--- src/rtl/ltc2324_axis_packer.sv ---
// Buffers 4x16-bit LTC2324 samples in a small FIFO and streams each one as two 32-bit AXIS beats,
// with TLAST closing every PKT_SAMPLES-sample packet and a sticky overflow / drop counter.
module ltc2324_axis_packer #(
  parameter int unsigned FIFO_DEPTH  = 16,
  parameter int unsigned PKT_SAMPLES = 256,
  parameter int unsigned DROP_W      = 16
) (
  input  logic                          clk,
  input  logic                          rst_n,
  input  logic                          enable,
  input  logic                          sample_valid,
  input  logic [15:0]                   ch1,
  input  logic [15:0]                   ch2,
  input  logic [15:0]                   ch3,
  input  logic [15:0]                   ch4,
  output logic [31:0]                   m_axis_tdata,
  output logic                          m_axis_tvalid,
  input  logic                          m_axis_tready,
  output logic                          m_axis_tlast,
  output logic                          capturing,
  output logic [$clog2(FIFO_DEPTH):0]   fifo_level,
  output logic                          overflow,
  output logic [DROP_W-1:0]             drop_cnt
);

  localparam int unsigned AW = $clog2(FIFO_DEPTH);
  localparam int unsigned CW = (PKT_SAMPLES > 1) ? $clog2(PKT_SAMPLES) : 1;
  localparam logic [CW-1:0] CntMax = CW'(PKT_SAMPLES - 1);
  localparam logic [AW:0]   Depth  = (AW + 1)'(FIFO_DEPTH);

  typedef enum logic [1:0] {StIdle, StBeat0, StBeat1} state_e;

  state_e            state_q, state_d;
  logic [63:0]       mem_q [FIFO_DEPTH];
  logic [AW:0]       wr_ptr_q, wr_ptr_d, rd_ptr_q, rd_ptr_d, rd_ptr_nx, level;
  logic [CW-1:0]     in_cnt_q, in_cnt_d, out_cnt_q, out_cnt_d;
  logic              capturing_q, capturing_d;
  logic              overflow_q, overflow_d;
  logic [DROP_W-1:0] drop_cnt_q, drop_cnt_d;
  logic [31:0]       tdata_q, tdata_d;
  logic              tvalid_q, tvalid_d, tlast_q, tlast_d;
  logic              full, empty, accept, wr_en, drop, pop;
  logic [63:0]       head, head_nx;

  // Pointers carry one extra wrap bit so level distinguishes full from empty.
  assign level     = wr_ptr_q - rd_ptr_q;
  assign full      = (level == Depth);
  assign empty     = (level == '0);
  assign accept    = sample_valid && capturing_q;
  assign wr_en     = accept && !full;
  assign drop      = accept && full;
  assign rd_ptr_nx = rd_ptr_q + (AW + 1)'(1);
  assign head      = mem_q[rd_ptr_q[AW-1:0]];
  assign head_nx   = mem_q[rd_ptr_nx[AW-1:0]];

  always_comb begin
    in_cnt_d   = in_cnt_q;
    overflow_d = overflow_q;
    drop_cnt_d = drop_cnt_q;
    if (accept) begin
      in_cnt_d = (in_cnt_q == CntMax) ? '0 : in_cnt_q + CW'(1);
    end
    if (drop) begin
      overflow_d = 1'b1;
      if (drop_cnt_q != '1) drop_cnt_d = drop_cnt_q + DROP_W'(1);
    end
    // Gate only changes at packet boundaries, so a closing packet always completes.
    capturing_d = capturing_q ? (enable || (in_cnt_d != '0)) : (enable && (in_cnt_q == '0));
  end

  always_comb begin
    state_d   = state_q;
    tdata_d   = tdata_q;
    tvalid_d  = tvalid_q;
    tlast_d   = tlast_q;
    out_cnt_d = out_cnt_q;
    pop       = 1'b0;
    unique case (state_q)
      StIdle: begin
        if (!empty) begin
          tdata_d  = head[31:0];
          tvalid_d = 1'b1;
          tlast_d  = 1'b0;
          state_d  = StBeat0;
        end
      end
      StBeat0: begin
        if (m_axis_tready) begin
          tdata_d = head[63:32];
          tlast_d = (out_cnt_q == CntMax);
          state_d = StBeat1;
        end
      end
      StBeat1: begin
        if (m_axis_tready) begin
          pop       = 1'b1;
          out_cnt_d = (out_cnt_q == CntMax) ? '0 : out_cnt_q + CW'(1);
          tlast_d   = 1'b0;
          if (level > (AW + 1)'(1)) begin
            tdata_d = head_nx[31:0];
            state_d = StBeat0;
          end else begin
            tvalid_d = 1'b0;
            state_d  = StIdle;
          end
        end
      end
      default: state_d = StIdle;
    endcase
    rd_ptr_d = rd_ptr_q + (AW + 1)'(pop);
    wr_ptr_d = wr_ptr_q + (AW + 1)'(wr_en);
  end

  always_ff @(posedge clk) begin
    if (wr_en) mem_q[wr_ptr_q[AW-1:0]] <= {ch4, ch3, ch2, ch1};
  end

  always_ff @(posedge clk or negedge rst_n) begin
    if (!rst_n) begin
      state_q     <= StIdle;
      wr_ptr_q    <= '0;
      rd_ptr_q    <= '0;
      in_cnt_q    <= '0;
      out_cnt_q   <= '0;
      capturing_q <= 1'b0;
      overflow_q  <= 1'b0;
      drop_cnt_q  <= '0;
      tdata_q     <= '0;
      tvalid_q    <= 1'b0;
      tlast_q     <= 1'b0;
    end else begin
      state_q     <= state_d;
      wr_ptr_q    <= wr_ptr_d;
      rd_ptr_q    <= rd_ptr_d;
      in_cnt_q    <= in_cnt_d;
      out_cnt_q   <= out_cnt_d;
      capturing_q <= capturing_d;
      overflow_q  <= overflow_d;
      drop_cnt_q  <= drop_cnt_d;
      tdata_q     <= tdata_d;
      tvalid_q    <= tvalid_d;
      tlast_q     <= tlast_d;
    end
  end

  assign m_axis_tdata  = tdata_q;
  assign m_axis_tvalid = tvalid_q;
  assign m_axis_tlast  = tlast_q;
  assign capturing     = capturing_q;
  assign fifo_level    = level;
  assign overflow      = overflow_q;
  assign drop_cnt      = drop_cnt_q;

endmodule

--- config.mk ---
export PLATFORM = sky130hd
export DESIGN_NAME = ltc2324_axis_packer
export DESIGN_NICKNAME = d
export VERILOG_FILES = /design/src/rtl/ltc2324_axis_packer.sv
export SDC_FILE = /design/constraint.sdc
export NUM_CORES = 1
export LEC_CHECK = 0
export CAP_MARGIN = 30
export CORE_ASPECT_RATIO = 0.5
export CORE_MARGIN = 3
export CORE_UTILIZATION = 60
export DETAILED_ROUTE_END_ITERATION = 7
export GPL_TIMING_DRIVEN = 0
export PLACE_DENSITY = 0.78
export SKIP_CTS_REPAIR_TIMING = 1
export SYNTH_ARGS = -nofsm -noshare
export SYNTH_HDL_FRONTEND = slang
export SYNTH_SLANG_ARGS = --single-unit
--- constraint.sdc ---
create_clock -name clk -period 9.04 [get_ports clk]
set_input_delay 1.808 -clock clk [delete_from_list [all_inputs] [get_ports clk]]
set_output_delay 1.808 -clock clk [all_outputs]
set_load 0.005 [all_outputs]
==> results, run 1 <==
- The run finished with clean final reports.
- The via count of the first global-routing pass is around 27000.
- The count of final max-slew check failures was 0.
- In the finished design, the share of the clock period the worst path needs comes to between 60 and 70%.
- The clock passes through at most 3 buffers.
- TritonCTS built the clock tree.
- Counting stages on the worst path, the most repeated cell is sky130_fd_sc_hd__buf_2.
- The total placed cells including tap cells is around 3700.
- After the first detailed-routing iteration, the DRC count stood at ~4500.
- The floorplan step defined a die boundary enclosing 82200 um^2.
- The worst hold margin is between 0.4 and 0.5 ns.
- The number of setup violations in the final report is 0.
- The die is 204 um tall.
- Counting the fill cells in the layout gives 4498.
- The clock-pin slew reported for the worst setup and hold paths after clock tree synthesis is approximately 0.070 ns.
- The synthesized netlist occupies a cell area of between 40000 and 50000 um^2.
- The cell count along the critical path is 9.
- The worst pin sits at a relative slew slack of about 28%.
- Setup repair after global routing left no endpoint under its margin.
- In this run, synthesis inferred just over 1000 flip-flops with an integrated enable.
- The floorplan has 71 rows.
- The number of instances in the synthesized netlist is 2480.
- The initial core utilization is between 60% and 70%.
- The x dimension of the die is just over 400 um.
- The final standard cell utilization of the core is around 70%.
- The number of placed I/O pins is 126.
- In this run, CTS created clock tree buffers numbering between 90 and 100.
- Entering global routing, the biggest net connects a little over 60 pins.
- The routed design has roughly 130000 um of wire.
- For this design, the sink count on the clock tree is 1104.
- The hold violation total from the final report is 0.
- In the routed layout, each cell is associated on average with a via count of a little over 7.
- The signal on the critical path passes through clkbuf_1 -> buf_2 -> inv_2 -> buf_2 -> ha_1 -> a21o_1 -> a21oi_4 -> xnor2_4 -> clkdlybuf4s50_1.
- The weighted congestion at the end of routability-driven global placement is 0.890.
- The remaining global-route overflow is 0.
- After detailed routing, the average wire length per cell comes to about 34 um.
- The part of the Yosys area used for sequential elements is 69.5%.
- Summed over all cells, the static leakage comes to roughly 0.017 uW.
- For this block, the via count after detailed routing is between 20000 and 30000.
- For this run, the leading register cell type out of synthesis is sky130_fd_sc_hd__edfxtp_1.
- The cell depth of the worst min-delay path is 1.
- The initial antenna violation count came to 6.
- The capturing element type of the critical path is a primary output.
- In the synthesized netlist the async set-or-reset flop fraction comes to roughly 7.2%.
- The max-cap check violation count is 0.
- Of the cells placed in the final design, the portion with a size suffix greater than 1 is 20.9%.
- The clock latency on the worst-skew pair is between 0.6 and 0.7 ns.
- Subtracting the final worst setup slack from the clock period gives approximately 6 ns.
- The type of origin of the critical path is a flip-flop.
- The critical setup path kind is flip-flop to primary output.
- The min-delay analysis places its worst path in the category flip-flop to flip-flop.
- The delay of the slowest cell on the worst path is about 0.6 ns.
- In this run the cell area measured after placement is between 50000 and 60000 um^2.
- The first global-routing pass estimated around 190000 um of wire.
- The count of state elements after synthesis is about 1100.
- At the pin with the least slew margin, the transition time is around 1.1 ns.
- After the flow finishes, the layout carries non-filler instances totaling between 3000 and 4000.
- The highest clock frequency the design can meet is between 0.15 and 0.2 GHz.
- In this run the worst path has a maximum fanout of 10.
- On the final layout, the worst clock skew is between 0.03 and 0.04 ns.
- The kind of cell with the highest combined delay along the critical path is buffers and inverters.
- The arrival time at the worst endpoint is approximately 4.2 ns.
- The number of different library cells used by synthesis comes to 69.
- The Yosys step of the flow raised 0 warnings.
- The first TritonRoute pass finished after 8 iterations.
- The H-tree was split into 3 levels.
- The highest-delay cell along the critical path is sky130_fd_sc_hd__clkdlybuf4s50_1.
- Adding up every negative setup slack in the final design gives 0 ns.
- After floorplanning, the core was sized to cover roughly 76000 um^2.
- The post-synthesis average cell area is approximately 19 um^2.
- The signed area change from the synthesized netlist to the final layout is 15.2%.
- The clock tree root buffer cell is sky130_fd_sc_hd__clkbuf_16.
- The number of buffer and inverter stages on the critical path is 5.
- After the last flow step, the layout net total stands at approximately 2900.
- IR analysis of the VDD net gives a maximum drop of around 0.14 mV.
- The number of cells on the worst reg-to-reg path is 16.
- Global routing used between 30 and 40% of the available tracks.
- The count of buffers inserted at the top-level ports is ~130.
- The number of nets still failing antenna checks after routing is 0.
- The estimated wirelength of the detail-placed design is between 80000 and 90000 um.
- The total DRC errors in the routed layout is 0.
- The power per standard cell area is 183 nW/um^2.
- The worst endpoint required time is approximately 7.2 ns.
- The final standard cell area without fillers is 54300 um^2.
- The net count after synthesis is between 2000 and 3000.
==> through the flow <==
stage          setup WS [ns]  total power [uW]
3_3_place_gp           -5.94              5770
6_report                3.07              9960
3_5_place_dp            3.63              5780
2_1_floorplan           1.46              5690
4_1_cts                 3.13              9960
5_1_grt                 2.98             10200
==> Yosys cell counts, types with 2 or more instances <==
library cell               instances  share of area (%)
sky130_fd_sc_hd__o31ai_1           5              0.080
sky130_fd_sc_hd__clkbuf_1         68               0.54
sky130_fd_sc_hd__nand2b_1          4              0.053
sky130_fd_sc_hd__xor2_1           14               0.26
sky130_fd_sc_hd__nand4_1          36               0.48
sky130_fd_sc_hd__nor3_1            9              0.096
sky130_fd_sc_hd__nor2b_1           2              0.027
sky130_fd_sc_hd__o211ai_1          2              0.032
sky130_fd_sc_hd__and2_1            5              0.066
sky130_fd_sc_hd__and3_1            5              0.066
sky130_fd_sc_hd__xnor2_1          17               0.32
sky130_fd_sc_hd__buf_6             4              0.096
sky130_fd_sc_hd__o22a_1           31               0.58
sky130_fd_sc_hd__nand2_1          42               0.33
sky130_fd_sc_hd__dfrtp_1          80                4.2
sky130_fd_sc_hd__mux2i_1         382                8.1
sky130_fd_sc_hd__o221ai_1          2              0.037
sky130_fd_sc_hd__buf_1            18               0.14
sky130_fd_sc_hd__nor4_2            2              0.053
sky130_fd_sc_hd__nor4b_1           2              0.037
sky130_fd_sc_hd__ha_1             19               0.50
sky130_fd_sc_hd__mux4_2          256                 12
sky130_fd_sc_hd__buf_2            72               0.76
sky130_fd_sc_hd__mux2_2            5               0.12
sky130_fd_sc_hd__nand3_1          80               0.85
sky130_fd_sc_hd__edfxtp_1       1024                 65
sky130_fd_sc_hd__nor2_1           26               0.21
sky130_fd_sc_hd__a21oi_1           8              0.085
sky130_fd_sc_hd__a22o_1           31               0.58
sky130_fd_sc_hd__inv_1            16               0.13
sky130_fd_sc_hd__a22oi_1         126                2.0
sky130_fd_sc_hd__nor4_1            7              0.093
sky130_fd_sc_hd__a221oi_1         31               0.58
sky130_fd_sc_hd__or3_1             4              0.053
sky130_fd_sc_hd__o21ai_0          11               0.12
==> area by class of cell <==
type	instances	area, um^2	share of cell area (%)
flip-flops and latches	1104	32800	60.3
multi-input cells	1197	13700	25.2
repair buffers	207	2540	4.68
clock buffers	113	2440	4.50
well taps	1022	1280	2.36
clock inverters	58	771	1.42
plain buffers	162	728	1.34
inverters	17	63.8	0.118
diodes	5	12.5	0.0230
==> power breakdown <==
| group | internal (uW) | leakage (uW) | switching, uW |
|---|---|---|---|
| Combinational | 27.1 | 0.00521 | 69.4 |
| Sequential | 5580 | 0.0103 | 0 |
| Clock | 2420 | 0.00155 | 1860 |
==> worst paths after layout <==
check                                    startpoint                            to  slack, ns
max                           rd_ptr_q[2]$_DFF_PN0_                 fifo_level[4]       3.07
min                        out_cnt_q[6]$_DFFE_PN0P_      out_cnt_q[6]$_DFFE_PN0P_       0.48
max reg2reg                   rd_ptr_q[2]$_DFF_PN0_        mem_q[0][44]$_DFFE_PP_       3.33
min reg2reg                out_cnt_q[6]$_DFFE_PN0P_      out_cnt_q[6]$_DFFE_PN0P_       0.48
max in group asynchronous                     rst_n       drop_cnt[6]$_DFFE_PN0P_       7.33
min in group asynchronous                     rst_n  m_axis_tdata[30]$_DFFE_PN0P_       1.02
==> kinds of logic (layout without fill, tap and decap cells) <==
kind of cell / after synthesis / in the layout / synth area share, %
compound gates: 265 / 265 / 4.51
xor+xnor: 33 / 33 / 0.669
fa+ha+maj: 20 / 20 / 0.547
buf+inv: 179 / 557 / 1.68
flops: 1104 / 1104 / 69.5
mux: 643 / 643 / 20.5
other cells: 0 / 5 / 0
simple gates: 236 / 236 / 2.65
==> cell usage in the layout, fill, tap and decap left out, types with 9 or more instances in the layout <==
cell type	count
sky130_fd_sc_hd__a221oi_1	31
sky130_fd_sc_hd__a22o_1	31
sky130_fd_sc_hd__a22oi_1	126
sky130_fd_sc_hd__buf_1	18
sky130_fd_sc_hd__buf_12	31
sky130_fd_sc_hd__buf_2	72
sky130_fd_sc_hd__buf_4	9
sky130_fd_sc_hd__buf_6	33
sky130_fd_sc_hd__bufinv_16	17
sky130_fd_sc_hd__clkbuf_1	84
sky130_fd_sc_hd__clkbuf_16	93
sky130_fd_sc_hd__clkdlybuf4s50_1	124
sky130_fd_sc_hd__clkinv_1	10
sky130_fd_sc_hd__clkinv_2	17
sky130_fd_sc_hd__clkinvlp_4	9
sky130_fd_sc_hd__dfrtp_1	80
sky130_fd_sc_hd__edfxtp_1	1024
sky130_fd_sc_hd__ha_1	19
sky130_fd_sc_hd__inv_1	16
sky130_fd_sc_hd__mux2i_1	382
sky130_fd_sc_hd__mux4_2	256
sky130_fd_sc_hd__nand2_1	42
sky130_fd_sc_hd__nand3_1	80
sky130_fd_sc_hd__nand4_1	36
sky130_fd_sc_hd__nor2_1	14
sky130_fd_sc_hd__nor2_4	12
sky130_fd_sc_hd__o21ai_0	11
sky130_fd_sc_hd__o22a_1	31
sky130_fd_sc_hd__xnor2_1	17
sky130_fd_sc_hd__xor2_1	14
==> state kept, by name, summed over array words and instances, names as in the netlist, 2 cells and up <==
name,count
in_cnt_q,8
rd_ptr_q,5
m_axis_tdata,32
state_q,2
mem_q,1024
drop_cnt,16
out_cnt_q,8
wr_ptr_q,5
==> per-layer routing <==
metal / GRT usage (%) / vias to the layer above / part of all wire [%]
met5: 0 / - / 0.022
met4: 10.4 / 4 / 3.0
met3: 12.4 / 306 / 16
met2: 49.7 / 2264 / 46
met1: 45.2 / 14200 / 35
li1: - / 11000 / -
(Power assumes the default switching activity.)
==> run 2, diff against run 1 <==
Clock period 9.04 ns to 6 ns, I/O delays scaled along.
==> run 2 against run 1 <==
- register-to-register slack worse by 3.0 ns
- final cell count is 0.28% lower
- largest power group unchanged
- wire length increased by 0.52%
- sequential power rose by 51%
- critical endpoint is now mem_q[1][47]$_DFFE_PP_
==> results, run 2 (synthesis results as in run 1) <==
- The flow ran to the end, and the final reports show no timing, DRC or antenna violations.
- The final critical-path share of the clock period is 95.2%.
- The via count of the first global-routing pass came to 27600 (+0.79%).
- The fraction of layout cells with a size suffix above 1 is 20.4% (-0.51 points).
- The global-route wire length before repair is 192000 um (about the same).
- The total die area is 82200 um^2 (unchanged).
- The depth of the CTS H-tree is 3 (unchanged).
- The x dimension of the die was 402 um (unchanged).
- The capturing element type of the critical path is a flip-flop.
- The transition time at the pin with the least slew margin is 1.08 ns (+0.00839 ns).
- The total global-route track usage is 33.0% (+0.084 points).
- The highest clock frequency the design can meet is ~0.18 GHz.
- The arrival time at the worst endpoint is 6.10 ns (+1.94 ns).
- The first-iteration detailed-routing DRC count is 4502 (+0.60%).
- The power dissipated by switching net loads is 2930 uW (+51%).
- The critical setup path kind is flip-flop to flip-flop.
- The via count was 27700 (-0.35%).
- The switching power as a share of total power is 19.8% (+0.44 points).
- The flip-flop count of the largest register, all copies and words added came to 1024 (unchanged).
- The number of cells on the worst reg-to-reg path was 14 (-2).
- The weighted congestion at the end of routability-driven global placement is 0.881 (-0.93%).
- The clock power share is 42.0% (-1.0 points).
- The routed design could run at a clock period as short as approximately 5.7 ns.
- The total placed cells including tap cells is 3694 (-0.40%).
- The number of buffers created by CTS came to 93 (+1.1%).
- The register-to-register path setup slack came to 0.29 ns (-3.04 ns).
- The total of fill cells in the finished design is 4424 (-1.6%).
- The area of combinational cells with multiple inputs was 13700 um^2 (+0.18%).
- The detailed-routing iteration count for the pre-antenna-repair pass is 5 (-3).
- The signed area change from the synthesized netlist to the final layout is 15.1% (about the same).
- The count of nets after finishing is 2856 (-0.49%).
- TritonCTS built the clock tree.
- The number of nets still failing antenna checks after routing is 0 (unchanged).
- The final clock skew came to 0.0337 ns (-0.0000745 ns).
- The ratio of routed vias to standard cells is 7.15 (about the same).
- The power share of the sequential group is 57.0% (+1.0 points).
- The largest voltage drop on the vdd net is 0.260 mV (+87%).
- The TritonCTS sink count is 1104 (unchanged).
- The total negative slack is 0 ns (unchanged).
- The floorplan die height was 204 um (unchanged).
- The initial core utilization is 61.6% (unchanged).
- The library cell used most frequently in the layout, excluding fill and tap cells, is sky130_fd_sc_hd__edfxtp_1.
- The total design power was 14700 uW (+48%).
- The max-cap check violation count is 0 (unchanged).
- The number of buffers on the longest clock path is 3 (unchanged).
- The register area was 32800 um^2 (unchanged).
- In this run the critical register-to-register path is launched from rd_ptr_q[2]$_DFF_PN0_.
- The clock-pin slew reported for the worst setup and hold paths after clock tree synthesis came to 0.07 ns (about the same).
- The clock tree root buffer cell is sky130_fd_sc_hd__clkbuf_16.
- The library cells used most frequently in the layout, excluding fill and tap cells, are 1024 x sky130_fd_sc_hd__edfxtp_1, 382 x sky130_fd_sc_hd__mux2i_1, 256 x sky130_fd_sc_hd__mux4_2.
- The largest driver fanout on the critical path was 14 (+4).
- The maximum number of pins on one net before global-route repair is 61 (unchanged).
- The total DRC errors in the routed layout is 0 (unchanged).
- The setup slack at placement is 0.471 ns (-3.16 ns).
- The static power due to leakage is 0.0170 uW (-0.45%).
- The count of placed standard cells in the final layout, fillers left out was 3874 (-0.28%).
- The placeable core area is 76500 um^2 (unchanged).
- The count of final max-slew check failures is 0 (unchanged).
- The final routed wirelength across all metal layers is 135000 um (+0.52%).
- Tracing the worst setup path back leads to its startpoint at rd_ptr_q[2]$_DFF_PN0_.
- The power per standard cell area came to 272 nW/um^2 (+48%).
- The worst register-to-register path ends at mem_q[1][47]$_DFFE_PP_.
- The placement row count was 71 (unchanged).
- The clock latency on the worst-skew pair was 0.70 ns (about the same).
- The min-delay analysis places its worst path in the category input pin to asynchronous set/reset pin.
- The worst endpoint required time is 6.39 ns (-0.84 ns).
- The initial antenna violation count came to 6 (unchanged).
- The number of setup violations in the final report is 0 (unchanged).
- Setup repair after global routing left no endpoint under its margin.
- The detail-routed net length per standard cell is 34.8 um (+0.80%).
- The type of origin of the critical path is a flip-flop.
- The count of buffers inserted at the top-level ports came to 125 (unchanged).
- The number of placed I/O pins is 126 (unchanged).
- The part of the power in combinational logic is 1.0% (about the same).
- The worst setup slack after layout is 0.287 ns (-2.78 ns).
- The relative slew slack was 27.9% (-0.56 points).
- The cell-internal power was 11800 uW (+47%).
- The remaining global-route overflow came to 0 (unchanged).
- The estimated wirelength of the detail-placed design is 89100 um (about the same).
- The hold violation total from the final report is 0 (unchanged).
## run 2: cell count changes in the layout (fill, tap and decap cells not counted), moves of 3 or more
cell                         change
sky130_fd_sc_hd__buf_16         +12
sky130_fd_sc_hd__buf_4           -6
sky130_fd_sc_hd__buf_6          -29
sky130_fd_sc_hd__buf_8           +9
sky130_fd_sc_hd__bufinv_16       -9
sky130_fd_sc_hd__clkbuf_1        +7
sky130_fd_sc_hd__clkbuf_8        +3
sky130_fd_sc_hd__clkinv_2        +6
sky130_fd_sc_hd__clkinvlp_4      -5
sky130_fd_sc_hd__inv_16          +3
sky130_fd_sc_hd__nor3_2          -4
sky130_fd_sc_hd__nor3_4          +4
## run 2: how the worst max path moves through the flow
stage	end	slack, ns	cells past startpoint
after floorplan	mem_q[6][0]$_DFFE_PP_	0.13	11
after global placement	mem_q[9][47]$_DFFE_PP_	-4.80	10
after detailed placement	mem_q[1][47]$_DFFE_PP_	0.47	14
after CTS	mem_q[1][47]$_DFFE_PP_	0.45	14
after global routing	mem_q[1][48]$_DFFE_PP_	0.17	14
final	mem_q[1][47]$_DFFE_PP_	0.29	14
## run 2: worst max-delay path: stages, from the launching register on
cell and delay, ns:
sky130_fd_sc_hd__dfrtp_1 0.34, sky130_fd_sc_hd__clkbuf_1 0.47, sky130_fd_sc_hd__buf_2 0.46, sky130_fd_sc_hd__inv_2 0.21, sky130_fd_sc_hd__buf_2 0.37, sky130_fd_sc_hd__ha_1 0.47, sky130_fd_sc_hd__xor2_1 0.37, sky130_fd_sc_hd__and4b_1 0.27
sky130_fd_sc_hd__or2_4 0.26, sky130_fd_sc_hd__a31oi_4 0.26, sky130_fd_sc_hd__nand3_1 0.35, sky130_fd_sc_hd__nor3_4 0.86, sky130_fd_sc_hd__buf_16 0.25, sky130_fd_sc_hd__buf_16 0.18, sky130_fd_sc_hd__buf_8 0.21
## run 2: routing by layer
metal / vias up / GRT usage, % / routed length (um)
li1: 11000 / - / -
met1: 14100 / 44.7 / 47400
met2: 2339 / 49.8 / 61100
met3: 307 / 12.9 / 21700
met4: 2 / 11.0 / 4410
met5: - / 0 / 17
## run 2: through the flow
step / utilization, % / area, um^2 / hold WS, ns
3_5_place_dp: 66.9 / 51200 / 0.453
3_3_place_gp: 65.0 / 49700 / 0.453
2_1_floorplan: - / 47200 / 0.446
5_1_grt: 70.9 / 54200 / 0.409
4_1_cts: 70.9 / 54200 / 0.384
6_report: 70.9 / 54300 / 0.415
## run 2: cell type report
class,instances,area share [%]
Buffer,162,1.34
Tap cell,1022,2.36
Inverter,17,0.118
Timing Repair Buffer,192,4.82
Sequential cell,1104,60.4
Clock buffer,125,4.72
Clock inverter,49,0.946
Multi-Input combinational cell,1197,25.3
Antenna cell,6,0.0277
## run 2: power groups by stage
| stage | Combinational, uW | Clock [uW] | Sequential, uW |
|---|---|---|---|
| after CTS | 142 | 6200 | 8400 |
| after global routing | 157 | 6520 | 8400 |
| after detailed placement | 141 | 0 | 8570 |
| final | 145 | 6200 | 8400 |
| after floorplan | 0.155 | 0 | 8570 |
| after global placement | 130 | 0 | 8570 |
